`src/rtl/film_scanner_pkg.sv`:
```
// Shared film-scanner definitions: framer states, packet sync word, line header layout.
// Latency: none (constants, types and a pure helper function only).
// Backpressure: not applicable.
package film_scanner_pkg;

    // Framer states; each writing state names the word the output register holds.
    typedef enum logic [2:0] {
        ST_IDLE     = 3'd0,
        ST_HDR_SYNC = 3'd1,
        ST_HDR_LINE = 3'd2,
        ST_PIX      = 3'd3,
        ST_CKSUM    = 3'd4,
        ST_DROP     = 3'd5
    } state_t;

    localparam logic [15:0] SYNC_WORD     = 16'hA55A;
    localparam int          HDR_ABORT_BIT = 15;
    localparam int          HDR_LINE_MSB  = 14;

    // Line header word: abort marker on top, line number underneath.
    function automatic logic [15:0] make_line_hdr(input logic abort_flag,
                                                  input logic [HDR_LINE_MSB:0] line_no);
        logic [15:0] w_hdr;
        w_hdr                   = '0;
        w_hdr[HDR_ABORT_BIT]    = abort_flag;
        w_hdr[HDR_LINE_MSB:0]   = line_no;
        return w_hdr;
    endfunction

endpackage

```
`src/rtl/pix_skid_fifo.sv`:
```
// Pixel skid FIFO: synchronous, first-word-fall-through, power-of-2 depth.
// Latency: a push is visible at o_dat the cycle after it is written.
// Backpressure: push on full is dropped unless a pop happens in the same cycle.
module pix_skid_fifo #(
    parameter int DEPTH = 4,
    parameter int WIDTH = 17
) (
    input  logic             i_clk,
    input  logic             i_rst,
    input  logic             i_push,
    input  logic [WIDTH-1:0] i_dat,
    input  logic             i_pop,
    output logic [WIDTH-1:0] o_dat,
    output logic             o_full,
    output logic             o_empty
);
    localparam int AW = (DEPTH > 1) ? $clog2(DEPTH) : 1;

    logic [AW:0]      r_wr_ptr;
    logic [AW:0]      r_rd_ptr;
    logic [WIDTH-1:0] r_mem [DEPTH];
    logic             w_pop;
    logic             w_push;

    // Extra pointer bit tells full from empty when the indices match.
    assign o_empty = (r_wr_ptr == r_rd_ptr);
    assign o_full  = (r_wr_ptr[AW] != r_rd_ptr[AW]) &&
                     (r_wr_ptr[AW-1:0] == r_rd_ptr[AW-1:0]);
    assign w_pop   = i_pop && !o_empty;
    assign w_push  = i_push && (!o_full || w_pop);
    assign o_dat   = r_mem[r_rd_ptr[AW-1:0]];

    // Pointer update; reset empties the FIFO without touching storage.
    always_ff @(posedge i_clk) begin
        if (i_rst) begin
            r_wr_ptr <= '0;
            r_rd_ptr <= '0;
        end else begin
            if (w_push) r_wr_ptr <= r_wr_ptr + 1'b1;
            if (w_pop)  r_rd_ptr <= r_rd_ptr + 1'b1;
        end
    end

    // Storage write; on full+pop the slot being read is reused by the push.
    always_ff @(posedge i_clk) begin
        if (w_push) r_mem[r_wr_ptr[AW-1:0]] <= i_dat;
    end

endmodule

```
`src/rtl/line_framer.sv`:
```
// CCD line framer: wraps each line as SYNC, header, pixels, checksum into the TX FIFO.
// Latency: sol pixel strobed in cycle N gives the SYNC write in N+2, header N+3, pixel N+4.
// Backpressure: tx_full on a write decision drops the rest of the line; skid overrun sets err_ovf.
module line_framer
    import film_scanner_pkg::*;
#(
    parameter int LINE_PIXELS = 2048,
    parameter int SKID_DEPTH  = 4
) (
    input  logic        clk_160M,
    input  logic        rst,
    input  logic        en,
    input  logic        pix_valid,
    input  logic        pix_sol,
    input  logic [15:0] pix_data,
    input  logic        tx_full,
    output logic        tx_wrreq,
    output logic [15:0] tx_data,
    output logic        busy,
    output logic [15:0] lines_sent,
    output logic [15:0] lines_dropped,
    output logic        err_ovf
);
    localparam logic [15:0] LP = 16'(LINE_PIXELS);

    state_t              r_state;
    logic                r_tx_wrreq;
    logic [15:0]         r_tx_data;
    logic [15:0]         r_sum;
    logic [15:0]         r_pix_cnt;
    logic [HDR_LINE_MSB:0] r_line_no;
    logic                r_abort;
    logic [15:0]         r_lines_sent;
    logic [15:0]         r_lines_dropped;
    logic                r_err_ovf;

    logic [16:0]         w_head;
    logic                w_head_sol;
    logic [15:0]         w_head_dat;
    logic                w_full;
    logic                w_empty;
    logic                w_ovf;
    state_t              w_nxt_state;
    logic                w_pop;
    logic                w_wr;
    logic [15:0]         w_wr_dat;
    logic                w_drop;
    logic                w_sent;
    logic                w_acc;
    logic                w_start;
    logic                w_hdr;

    pix_skid_fifo #(
        .DEPTH (SKID_DEPTH),
        .WIDTH (17)
    ) u_skid (
        .i_clk   (clk_160M),
        .i_rst   (rst),
        .i_push  (pix_valid),
        .i_dat   ({pix_sol, pix_data}),
        .i_pop   (w_pop),
        .o_dat   (w_head),
        .o_full  (w_full),
        .o_empty (w_empty)
    );

    assign w_head_sol    = w_head[16];
    assign w_head_dat    = w_head[15:0];
    assign w_ovf         = pix_valid && w_full && !w_pop;
    assign tx_wrreq      = r_tx_wrreq;
    assign tx_data       = r_tx_data;
    assign busy          = (r_state != ST_IDLE) || !w_empty;
    assign lines_sent    = r_lines_sent;
    assign lines_dropped = r_lines_dropped;
    assign err_ovf       = r_err_ovf;

    // Decide the next word to register, what to pop and which counters move.
    always_comb begin
        w_nxt_state = r_state;
        w_pop       = 1'b0;
        w_wr        = 1'b0;
        w_wr_dat    = '0;
        w_drop      = 1'b0;
        w_sent      = 1'b0;
        w_acc       = 1'b0;
        w_start     = 1'b0;
        w_hdr       = 1'b0;
        case (r_state)
            ST_IDLE: begin
                if (!w_empty) begin
                    if (!w_head_sol) begin
                        w_pop = 1'b1;
                    end else if (en && !tx_full) begin
                        // sol entry stays queued: it is the first pixel of the packet
                        w_nxt_state = ST_HDR_SYNC;
                        w_wr        = 1'b1;
                        w_wr_dat    = SYNC_WORD;
                        w_start     = 1'b1;
                    end else begin
                        w_pop       = 1'b1;
                        w_drop      = en;
                        w_nxt_state = ST_DROP;
                    end
                end
            end
            ST_HDR_SYNC: begin
                if (tx_full) begin
                    // head is still this line's sol pixel; discard it with the line
                    w_pop       = !w_empty;
                    w_drop      = 1'b1;
                    w_nxt_state = ST_DROP;
                end else begin
                    w_wr        = 1'b1;
                    w_wr_dat    = make_line_hdr(r_abort, r_line_no);
                    w_hdr       = 1'b1;
                    w_nxt_state = ST_HDR_LINE;
                end
            end
            ST_HDR_LINE, ST_PIX: begin
                w_nxt_state = ST_PIX;
                if (r_pix_cnt == LP) begin
                    if (tx_full) begin
                        w_drop      = 1'b1;
                        w_nxt_state = ST_DROP;
                    end else begin
                        w_wr        = 1'b1;
                        w_wr_dat    = r_sum;
                        w_sent      = 1'b1;
                        w_nxt_state = ST_CKSUM;
                    end
                end else if (!w_empty) begin
                    if (w_head_sol && (r_pix_cnt != '0)) begin
                        // short line: leave the sol queued so it opens the next packet
                        w_drop      = 1'b1;
                        if (tx_full) begin
                            w_nxt_state = ST_DROP;
                        end else begin
                            w_wr        = 1'b1;
                            w_wr_dat    = ~r_sum;
                            w_nxt_state = ST_CKSUM;
                        end
                    end else begin
                        w_pop = 1'b1;
                        if (tx_full) begin
                            w_drop      = 1'b1;
                            w_nxt_state = ST_DROP;
                        end else begin
                            w_wr     = 1'b1;
                            w_wr_dat = w_head_dat;
                            w_acc    = 1'b1;
                        end
                    end
                end
            end
            ST_CKSUM: w_nxt_state = ST_IDLE;
            ST_DROP: begin
                if (!w_empty) begin
                    if (w_head_sol) w_nxt_state = ST_IDLE;
                    else            w_pop       = 1'b1;
                end
            end
            default: w_nxt_state = ST_IDLE;
        endcase
    end

    // State, output register, checksum, line numbering and status counters.
    always_ff @(posedge clk_160M) begin
        if (rst) begin
            r_state         <= ST_IDLE;
            r_tx_wrreq      <= 1'b0;
            r_tx_data       <= '0;
            r_sum           <= '0;
            r_pix_cnt       <= '0;
            r_line_no       <= '0;
            r_abort         <= 1'b0;
            r_lines_sent    <= '0;
            r_lines_dropped <= '0;
            r_err_ovf       <= 1'b0;
        end else begin
            r_state    <= w_nxt_state;
            r_tx_wrreq <= w_wr;
            r_tx_data  <= w_wr_dat;
            if (w_start) begin
                r_sum     <= '0;
                r_pix_cnt <= '0;
            end else if (w_acc) begin
                r_sum     <= r_sum + w_head_dat;
                r_pix_cnt <= r_pix_cnt + 16'd1;
            end
            if (w_hdr) begin
                r_abort   <= 1'b0;
                r_line_no <= r_line_no + 1'b1;
            end else if (w_drop) begin
                r_abort   <= 1'b1;
            end
            if (w_drop) r_lines_dropped <= r_lines_dropped + 16'd1;
            if (w_sent) r_lines_sent    <= r_lines_sent + 16'd1;
            if (w_ovf)  r_err_ovf       <= 1'b1;
        end
    end

endmodule

```
`config.mk`:
```
export PLATFORM = sky130hd
export DESIGN_NAME = line_framer
export DESIGN_NICKNAME = d
export VERILOG_FILES = /design/src/rtl/film_scanner_pkg.sv /design/src/rtl/pix_skid_fifo.sv /design/src/rtl/line_framer.sv
export SDC_FILE = /design/constraint.sdc
export NUM_CORES = 1
export LEC_CHECK = 0
export CORE_UTILIZATION = 44
export DETAILED_ROUTE_END_ITERATION = 8
export DONT_BUFFER_PORTS = 1
export PLACE_DENSITY = 0.69
export SLEW_MARGIN = 20
export SYNTH_ARGS = -nofsm -noshare
export SYNTH_HDL_FRONTEND = slang
export SYNTH_HIERARCHICAL = 1
export SYNTH_SLANG_ARGS = --single-unit
```
`constraint.sdc`:
```
create_clock -name clk_160M -period 3.25 [get_ports clk_160M]
set_input_delay 0.325 -clock clk_160M [delete_from_list [all_inputs] [get_ports clk_160M]]
set_output_delay 0.325 -clock clk_160M [all_outputs]
set_load 0.02 [all_outputs]
```
==> Word level (Yosys, flattened, before mapping) <==
Memory sizes are Yosys's and may differ from the RTL's. A register that Yosys moved wholly into a read port is not among the register bits.
Cells that the tools add are included.
{ "classes": {"n_reduce_logical": 20, "n_addsub": 7, "n_bitwise": 1, "eq_ne": 12, "mux": 60} }
{ "ops": {"columns": ["op", "count"], "rows": [
  ["$mux W16", 10],
  ["$add A16 B1 Y16 const B", 3],
  ["$pmux W16 S3", 1],
  ["$mux W1", 33],
  ["$mux W3", 10],
  ["$add A16 B16 Y16", 1],
  ["$eq A16 B12 Y1 const B", 1],
  ["$not A16 Y16", 1],
  ["$reduce_bool A16 Y1", 1],
  ["$add A15 B1 Y15 const B", 1],
  ["$pmux W3 S4", 1],
  ["$ne A2 B2 Y1 const B", 4],
  ["$logic_and A1 B1 Y1", 7],
  ["$add A3 B1 Y3 const B", 2],
  ["$eq A3 B2 Y1 const B", 2],
  ["$pmux W1 S3", 2],
  ["$reduce_or A2 Y1", 3],
  ["$logic_not A1 Y1", 4],
  ["$mux W2", 2],
  ["$pmux W1 S4", 1],
  ["$reduce_and A4 Y1", 1],
  ["$eq A3 B1 Y1 const B", 1],
  ["$eq A3 B3 Y1", 1],
  ["$eq A3 B3 Y1 const B", 1],
  ["other kinds (5)", 6]
]} }
{ "totals": {"register_bits": 107, "n_memories": 1, "elab_cells": 113, "mem_bits_rw": 68, "output_inout_bits": 51, "input_bits": 22} }
{ "memory_table": {"columns": ["name", "words", "word_bits", "read_ports", "rd_clocked_by_memory_dff", "write_ports", "line", "rtl"], "rows": [
  ["u_skid.r_mem", 4, 17, 1, 1, 1, "pix_skid_fifo.sv:21", "logic [WIDTH-1:0] r_mem [DEPTH];"]
]} }

==> Logic depth before layout (Yosys ltp) <==
Gate-level depths: netlist (run 1).
{ "logic_depth": {"depth_word": 11, "depth_mapped": 12, "mapped_depth_nobuf": 10} }

==> Cells and area by module <==
Netlist (run 1), hierarchy kept.
{ "by_module_without_submodules": {"columns": ["mod", "area_each_um2", "seq_area_each_um2", "cells_each", "n_inst"], "rows": [
  ["line_framer", 5165.0, 2021.9, 625, 1],
  ["pix_skid_fifo", 2995.4, 2202.1, 144, 1]
]} }

==> Worst setup path after synthesis (run 1) <==
Ideal clock, no wire load.
{ "synth_path": {"path_type": "register to register", "startpoint": "reg with a tool-made name", "endpoint": "reg r_sum[12]", "synth_period_minus_slack_ns": 3.059, "arrival_ns": 2.988, "path_buffers": 1, "setup_slack_ns": 0.191, "t_required_ns": 3.179, "stages_incl_launch_ff": 12, "path_cell_list": "dfxtp_1 -> buf_2 -> mux4_2 -> ha_1 -> fa_1 -> a211oi_1 -> o21bai_1 -> o311ai_0 -> a311o_1 -> xnor2_1 -> nand2_1 -> a21oi_1"} }
{ "synth_rtl": {"columns": ["item", "line", "rtl"], "rows": [
  ["to (signal assigned)", "line_framer.sv:187", "r_sum <= r_sum + w_head_dat;"],
  ["to (decl)", "line_framer.sv:29", "logic [15:0] r_sum;"]
]} }

==> results of run 1 <==
==> through the flow <==
step | util | setup slack [ns] | hold slack, ns | instances | instance area, µm²
finish | 0.513 | 0.219 | 0.0704 | 1035 | 9280
global route | 0.513 | 0.0149 | 0.0579 | 1035 | 9280
CTS | 0.513 | 0.0489 | 0.0600 | 1035 | 9280
detailed placement | 0.470 | 0.0694 | 0.405 | 985 | 8510
global placement | 0.470 | 0.172 | 0.401 | 985 | 8510
floorplan | - | 0.191 | 0.424 | 769 | 8160
==> repair_timing <==
action                                  in CTS  in global routing
endpoints found under the hold margin      118                  0
gates resized for setup                      0                  2
endpoints found under the setup margin       0                  2
buffers inserted                             0                  0
hold buffers                                18                  0
==> cells by family after synthesis <==
family / count (synthesis) / synth area share
AND/OR/NAND/NOR: 288 / 0.177
AO/OA/AOI/OAI: 139 / 0.111
multiplexers: 27 / 0.0603
adder cells (fa/ha/maj): 26 / 0.0408
XOR/XNOR: 61 / 0.0682
flip-flops: 177 / 0.518
buffers and inverters: 51 / 0.0247
==> layout make-up <==
| class | count | share of cell area |
|---|---|---|
| clock buffer | 17 | 0.0458 |
| clock inverter | 15 | 0.0173 |
| inverter | 17 | 0.00687 |
| multi-input combinational | 541 | 0.404 |
| sequential | 177 | 0.455 |
| tap | 229 | 0.0309 |
| timing repair buffer | 39 | 0.0402 |
==> sequential cells by signal, indices dropped and copies added, names as in the netlist, 15 cells and up, named ones only <==
| signal | flops |
|---|---|
| u_skid/r_mem | 68 |
| lines_dropped | 16 |
| lines_sent | 16 |
| r_pix_cnt | 16 |
| r_sum | 16 |
| tx_data | 16 |
| r_line_no | 15 |
==> routing by layer <==
metal	global-route usage	vias up
met5	0	-
met4	0.0698	0
met3	0.0523	24
met2	0.307	124
met1	0.248	2776
li1	-	2840
==> worst paths after layout <==
kind | endpoint | cells after the start | startpoint | slack [ns]
max reg2reg | r_sum[12] | 11 | flip-flop | 0.22
min | u_skid/r_wr_ptr[1] | 2 | rst | 0.07
min reg2reg | r_sum[15] | 2 | r_sum[15] | 0.50
max | r_sum[12] | 11 | flip-flop | 0.22
==> critical path, cell delays in order (launching register included) <==
cell and delay [ns]:
sky130_fd_sc_hd__dfxtp_2 0.38, sky130_fd_sc_hd__buf_12 0.18, sky130_fd_sc_hd__mux4_2 0.57, sky130_fd_sc_hd__fa_1 0.47
sky130_fd_sc_hd__a211oi_1 0.25, sky130_fd_sc_hd__o21bai_1 0.15, sky130_fd_sc_hd__o311ai_1 0.29, sky130_fd_sc_hd__buf_4 0.18
sky130_fd_sc_hd__a311o_1 0.16, sky130_fd_sc_hd__xnor2_1 0.11, sky130_fd_sc_hd__nand2_1 0.07, sky130_fd_sc_hd__a21oi_1 0.14
==> cells in the final DEF, fill, tap and decap left out, types with 19 or more instances in the layout <==
cell type / n
sky130_fd_sc_hd__o21ai_0: 23
sky130_fd_sc_hd__nand2_1: 57
sky130_fd_sc_hd__xor2_1: 26
sky130_fd_sc_hd__nor2_1: 102
sky130_fd_sc_hd__edfxtp_1: 68
sky130_fd_sc_hd__nand3_1: 22
sky130_fd_sc_hd__a21oi_1: 59
sky130_fd_sc_hd__ha_1: 25
sky130_fd_sc_hd__buf_4: 19
sky130_fd_sc_hd__xnor2_1: 32
sky130_fd_sc_hd__and3_1: 20
sky130_fd_sc_hd__dfxtp_1: 108
==> power groups by stage <==
stage               combinational (mW)  clock [mW]  sequential, mW
finish                            1.19        2.05            2.53
global route                      1.31        2.17            2.55
CTS                               1.19        2.09            2.53
detailed placement                1.15           0            2.58
global placement                  1.13           0            2.58
floorplan                        0.889           0            2.54
==> summary.md, run 1 <==
| Metric | Value |
|---|---|
| Register bit count reported by yosys | 177 |
| Total count of hold-check failures in the final report | 0 |
| Mean instance size in the synthesized netlist | 10.6 µm² |
| Proportion of power drawn by the clock network | 0.355 |
| CTS tree | built |
| Sequential share of the synthesized area | 0.518 |
| Pin count of the biggest net entering global routing | 51 |
| Crit end category | flip-flop |
| Via count of the first global-routing pass | 5561 |
| Final-layout setup total negative slack | 0 ns |
| CTS H-tree depth | 4 |
| Total routing usage reported by global routing | 0.191 |
| Critical Path Start Type | flip-flop |
| Maximum clock rate | 0.330 GHz |
| DR vias | 5764 |
| Outcome | complete, but fails checks |
| Total wire length after detailed routing | 17200 µm |
| Worst-margin pin slew | 0.618 ns |
| Required time at the endpoint of the critical path | 3.61 ns |
| Arrival time at the worst endpoint | 3.39 ns |
| Clk root buf | sky130_fd_sc_hd__clkbuf_16 |
| Switching Power | 1.75 mW |
| Slew Viols, Final | 0 |
| Routed length on met1 | 8070 µm |
| Vertical die dimension | 138 µm |
| Reg area | 0.00423 mm² |
| Max-cap viol count | 0 |
| Total of buffers placed on input and output ports | 0 |
| Post-route clock period utilization | 0.933 |
| CORE AREA | 0.0181 mm² |
| Remaining global-route overflow | 0 |
| Cts bufs inserted | 17 |
| Layout cell share with drive strength beyond 1 | 0.114 |
| TritonCTS sink count | 177 |
| Leading post-synthesis cells by cell area | sky130_fd_sc_hd__dfxtp_1 (27%), sky130_fd_sc_hd__edfxtp_1 (25%), sky130_fd_sc_hd__nor2_1 (4.7%), sky130_fd_sc_hd__mux4_2 (4.7%), sky130_fd_sc_hd__ha_1 (3.8%) |
| Detailed-routing iteration count for the pre-antenna-repair pass | 7 |
| Post-route DRC violation count | 16 |
| Met3 Routed Length | 905 µm |
| Number of distinct library cells after synthesis | 65 |
| Last weighted congestion value of the routability-driven placer | 0.864 |
| Tightest slew margin relative to the limit | 0.587 |
| Combinational cell fraction of total power | 0.206 |
| Highest Signal Layer | met4 |
| Area of the multi-input gates | 0.00375 mm² |
| Detailed route wirelength on metal2 | 7990 µm |
| Violations in the final reports | design-rule violations |
| Wire length of the first global-routing pass | 28700 µm |
| Area growth syn-to-layout | 13.8% |
| Cell internal pwr | 4.02 mW |
| Async set or reset register ratio after synthesis | 0 |
| Die X-Extent | 138 µm |
| Number of fillers in the final layout | 1628 |
| PD cells | 622 mW/mm² |
| Min cycle time layout | 3.03 ns |
| Number of enable-type register cells in the synthesized netlist | 68 |
| Most instantiated flip-flop cell in the synthesis netlist | sky130_fd_sc_hd__dfxtp_1 |
| Post-synth design cell area | 0.00816 mm² |
| Register share of total power | 0.439 |
| Power after layout | 5.77 mW |
| Post-synthesis cell type with the largest combined area | sky130_fd_sc_hd__dfxtp_1 |
| Dominant cell by count in the synthesized netlist | sky130_fd_sc_hd__dfxtp_1 |
| Post-DRT Antenna Nets | 0 |
| Nets | 841 |
| Worst Hold Class | input port to flip-flop |
| Worst-skew pair later-pin latency | 0.44 ns |
| Share of the synthesized area in the top cell type | 0.267 |
| Ys Warns | 6 |
| Switching part of the total power | 0.303 |
| Synthesized instance count | 769 |
| Post-Route Skew | 0.0136 ns |
| Vias per inst | 5.57 |
| Leakage dissipation | 3.31 nW |
| Commonest cells in the synthesized netlist | sky130_fd_sc_hd__dfxtp_1 (109), sky130_fd_sc_hd__nor2_1 (102), sky130_fd_sc_hd__edfxtp_1 (68) |
| Starting DRC count in detailed routing | 420 |
| Area enclosed by the die boundary | 0.0191 mm² |
| Std-Cell Rows | 49 |
| HPWL reported at the end of detailed placement | 11900 µm |
| Total I/O pin count | 73 |
| Peak fanout along the critical path | 15 |
| Inserted Diodes | 0 |
| RSZ-0062 raised after global routing | no |
| Final routed wire length divided by cell count | 16.7 µm |
| Maximum number of buffers from clock root to sink | 2 |
| Startpoint-to-endpoint class of the critical path | flip-flop to flip-flop |
| Initial antenna violation count | 0 |
| VDD IR max | 0.416 mV |
| Clock slew at the register clock pins of the worst setup and hold paths | 0.07 ns |
| Final setup viols | 0 |
| Effective utilization at floorplan | 0.451 |
| Post-Syn Nets | 817 |
Power figures use the tool's default switching activity.
==> inputs of run 2 (changes only) <==
--- a/config.mk
+++ b/config.mk
@@ -9,5 +9,5 @@
 export DETAILED_ROUTE_END_ITERATION = 8
 export DONT_BUFFER_PORTS = 1
-export PLACE_DENSITY = 0.69
+export PLACE_DENSITY = 0.67
 export SLEW_MARGIN = 20
 export SYNTH_ARGS = -nofsm -noshare
==> constraint.sdc (replaced) <==
create_clock -name clk_160M -period 3.75 [get_ports clk_160M]
set_input_delay 0.75 -clock clk_160M [delete_from_list [all_inputs] [get_ports clk_160M]]
set_output_delay 0.75 -clock clk_160M [all_outputs]
set_load 0.02 [all_outputs]
==> summary.md, run 2 (same netlist as run 1, synthesis figures left out) <==
| Metric | Value |
|---|---|
| Std-Cell Rows | 49 |
| Total count of hold-check failures in the final report | 0 |
| Total of buffers placed on input and output ports | 0 |
| Vias per inst | 5.62 |
| Worst-skew pair later-pin latency | 0.43 ns |
| Min cycle time layout | 3.33 ns |
| Arrival time at the worst endpoint | 3.68 ns |
| Cts bufs inserted | 17 |
| Commonest non-fill, non-tap cells in the layout | sky130_fd_sc_hd__dfxtp_1 (109), sky130_fd_sc_hd__nor2_1 (102), sky130_fd_sc_hd__edfxtp_1 (68) |
| Worst Hold Class | input port to flip-flop |
| Post-route DRC violation count | 14 |
| Wire length of the first global-routing pass | 28000 µm |
| Nets | 816 |
| Slew Viols, Final | 0 |
| Post-route clock period utilization | 0.887 |
| Violations in the final reports | design-rule violations |
| Worst-margin pin slew | 0.754 ns |
| Post-DRT Antenna Nets | 0 |
| Post-Layout Cell Count | 1010 |
| Clock slew at the register clock pins of the worst setup and hold paths | 0.07 ns |
| Total wire length after detailed routing | 17000 µm |
| R2R Setup Slk | 0.42 ns |
| CORE AREA | 0.0181 mm² |
| Destination of the worst register-to-register timing path | r_sum[12] |
| HPWL reported at the end of detailed placement | 11600 µm |
| Maximum number of buffers from clock root to sink | 2 |
| Layout cell share with drive strength beyond 1 | 0.104 |
| Area growth syn-to-layout | 9.87% |
| Vertical die dimension | 138 µm |
| Last weighted congestion value of the routability-driven placer | 0.869 |
| Post-Route Skew | 0.00829 ns |
| Total I/O pin count | 73 |
| Inserted Diodes | 0 |
| Post-CTS Setup Bufs | 0 |
| Die X-Extent | 138 µm |
| DR vias | 5675 |
| VDD IR max | 0.464 mV |
| Power after layout | 4.78 mW |
| Worst reg2reg path depth | 10 |
| Startpoint-to-endpoint class of the critical path | flip-flop to flip-flop |
| Leakage dissipation | 3.15 nW |
| Max FFs per register | 68 |
| DP Cell Count | 978 |
| Final routed wire length divided by cell count | 16.9 µm |
| Via count of the first global-routing pass | 5460 |
| Outcome | complete, but fails checks |
| Count of hold-fix buffers inserted at cts | 0 |
| RSZ-0062 raised after global routing | no |
| Max-cap viol count | 0 |
| TritonCTS sink count | 177 |
| Area enclosed by the die boundary | 0.0191 mm² |
| Peak fanout along the critical path | 3 |
| Tightest slew margin relative to the limit | 0.496 |
| Count of instances resized after the clock tree is built | 0 |
| Total routing usage reported by global routing | 0.187 |
| Final core utilization | 0.496 |
| Summed area of non-filler cells in the final layout | 0.00897 mm² |
| Final-layout setup total negative slack | 0 ns |
| CTS H-tree depth | 4 |
| Starting DRC count in detailed routing | 482 |
| Required time at the endpoint of the critical path | 4.11 ns |
| CTS tree | built |
| Endpoint of the most critical setup path | r_sum[12] |
| Post-detailed-placement cell area | 0.00843 mm² |
| Detailed-routing iteration count for the pre-antenna-repair pass | 7 |
| Maximum clock rate | 0.301 GHz |
| Most common cell after layout, fill and taps aside | sky130_fd_sc_hd__dfxtp_1 |
| Pin count of the biggest net entering global routing | 68 |
| Critical Path Start Type | flip-flop |
| Crit end category | flip-flop |
| Effective utilization at floorplan | 0.451 |
| PD cells | 533 mW/mm² |
| Final setup viols | 0 |
| Initial antenna violation count | 0 |
| Remaining global-route overflow | 0 |
| Clk root buf | sky130_fd_sc_hd__clkbuf_16 |
| Startpoint of the tightest hold check path | rst |
run 2: worst min path at each step:
| stage | endpoint | slack (ns) | cells past startpoint |
|---|---|---|---|
| 2_1_floorplan | r_sum[12] | 0.46 | 2 |
| 3_3_place_gp | r_sum[9] | 0.48 | 2 |
| 3_5_place_dp | r_sum[9] | 0.48 | 2 |
| 4_1_cts | lines_dropped[11] | 0.37 | 1 |
| 5_1_grt | lines_dropped[5] | 0.36 | 1 |
| 6_report | lines_dropped[5] | 0.39 | 1 |
run 2: final cells by class:
type                       count  area [µm²]
tap                          229         287
fill                        1605        9120
clock inverter                14         108
inverter                      17        63.8
clock buffer                  18         429
multi-input combinational    541        3750
sequential                   177        4220
timing repair buffer          14         105
run 2: worst max-delay path, stage by stage, from the launching register on:
cell and delay, ns:
sky130_fd_sc_hd__dfxtp_1 0.39, sky130_fd_sc_hd__mux4_2 0.54, sky130_fd_sc_hd__ha_1 0.25, sky130_fd_sc_hd__fa_1 0.44
sky130_fd_sc_hd__a211oi_1 0.23, sky130_fd_sc_hd__o21bai_1 0.16, sky130_fd_sc_hd__o311ai_0 0.63, sky130_fd_sc_hd__a311o_1 0.29
sky130_fd_sc_hd__xnor2_1 0.11, sky130_fd_sc_hd__nand2_1 0.06, sky130_fd_sc_hd__a21oi_1 0.15
run 2: metrics by stage:
| step | hold WS [ns] | setup WS [ns] |
|---|---|---|
| final | 0.390 | 0.422 |
| after global placement | 0.476 | 0.496 |
| after floorplan | 0.462 | 0.691 |
| after detailed placement | 0.482 | 0.459 |
| after CTS | 0.368 | 0.452 |
| after global routing | 0.364 | 0.204 |
run 2: where the power goes:
part / switching, mW / internal, mW / total, mW
Sequential: 0.0973 / 2.10 / 2.19
Combinational: 0.559 / 0.401 / 0.960
Clock: 0.770 / 0.857 / 1.63
run 2: metal layers:
metal	GRT usage	vias to the layer above	wire [µm]
li1	-	2799	-
met1	0.246	2706	8030
met2	0.291	145	7700
met3	0.0540	25	954
met4	0.0716	0	331
met5	0	-	0
==> inputs of run 3 (changes only) <==
- HOLD_SLACK_MARGIN: not set -> 0.06
==> results of run 3 <==
Same layout as run 2: the final DEF is identical, and so are final timing and power.
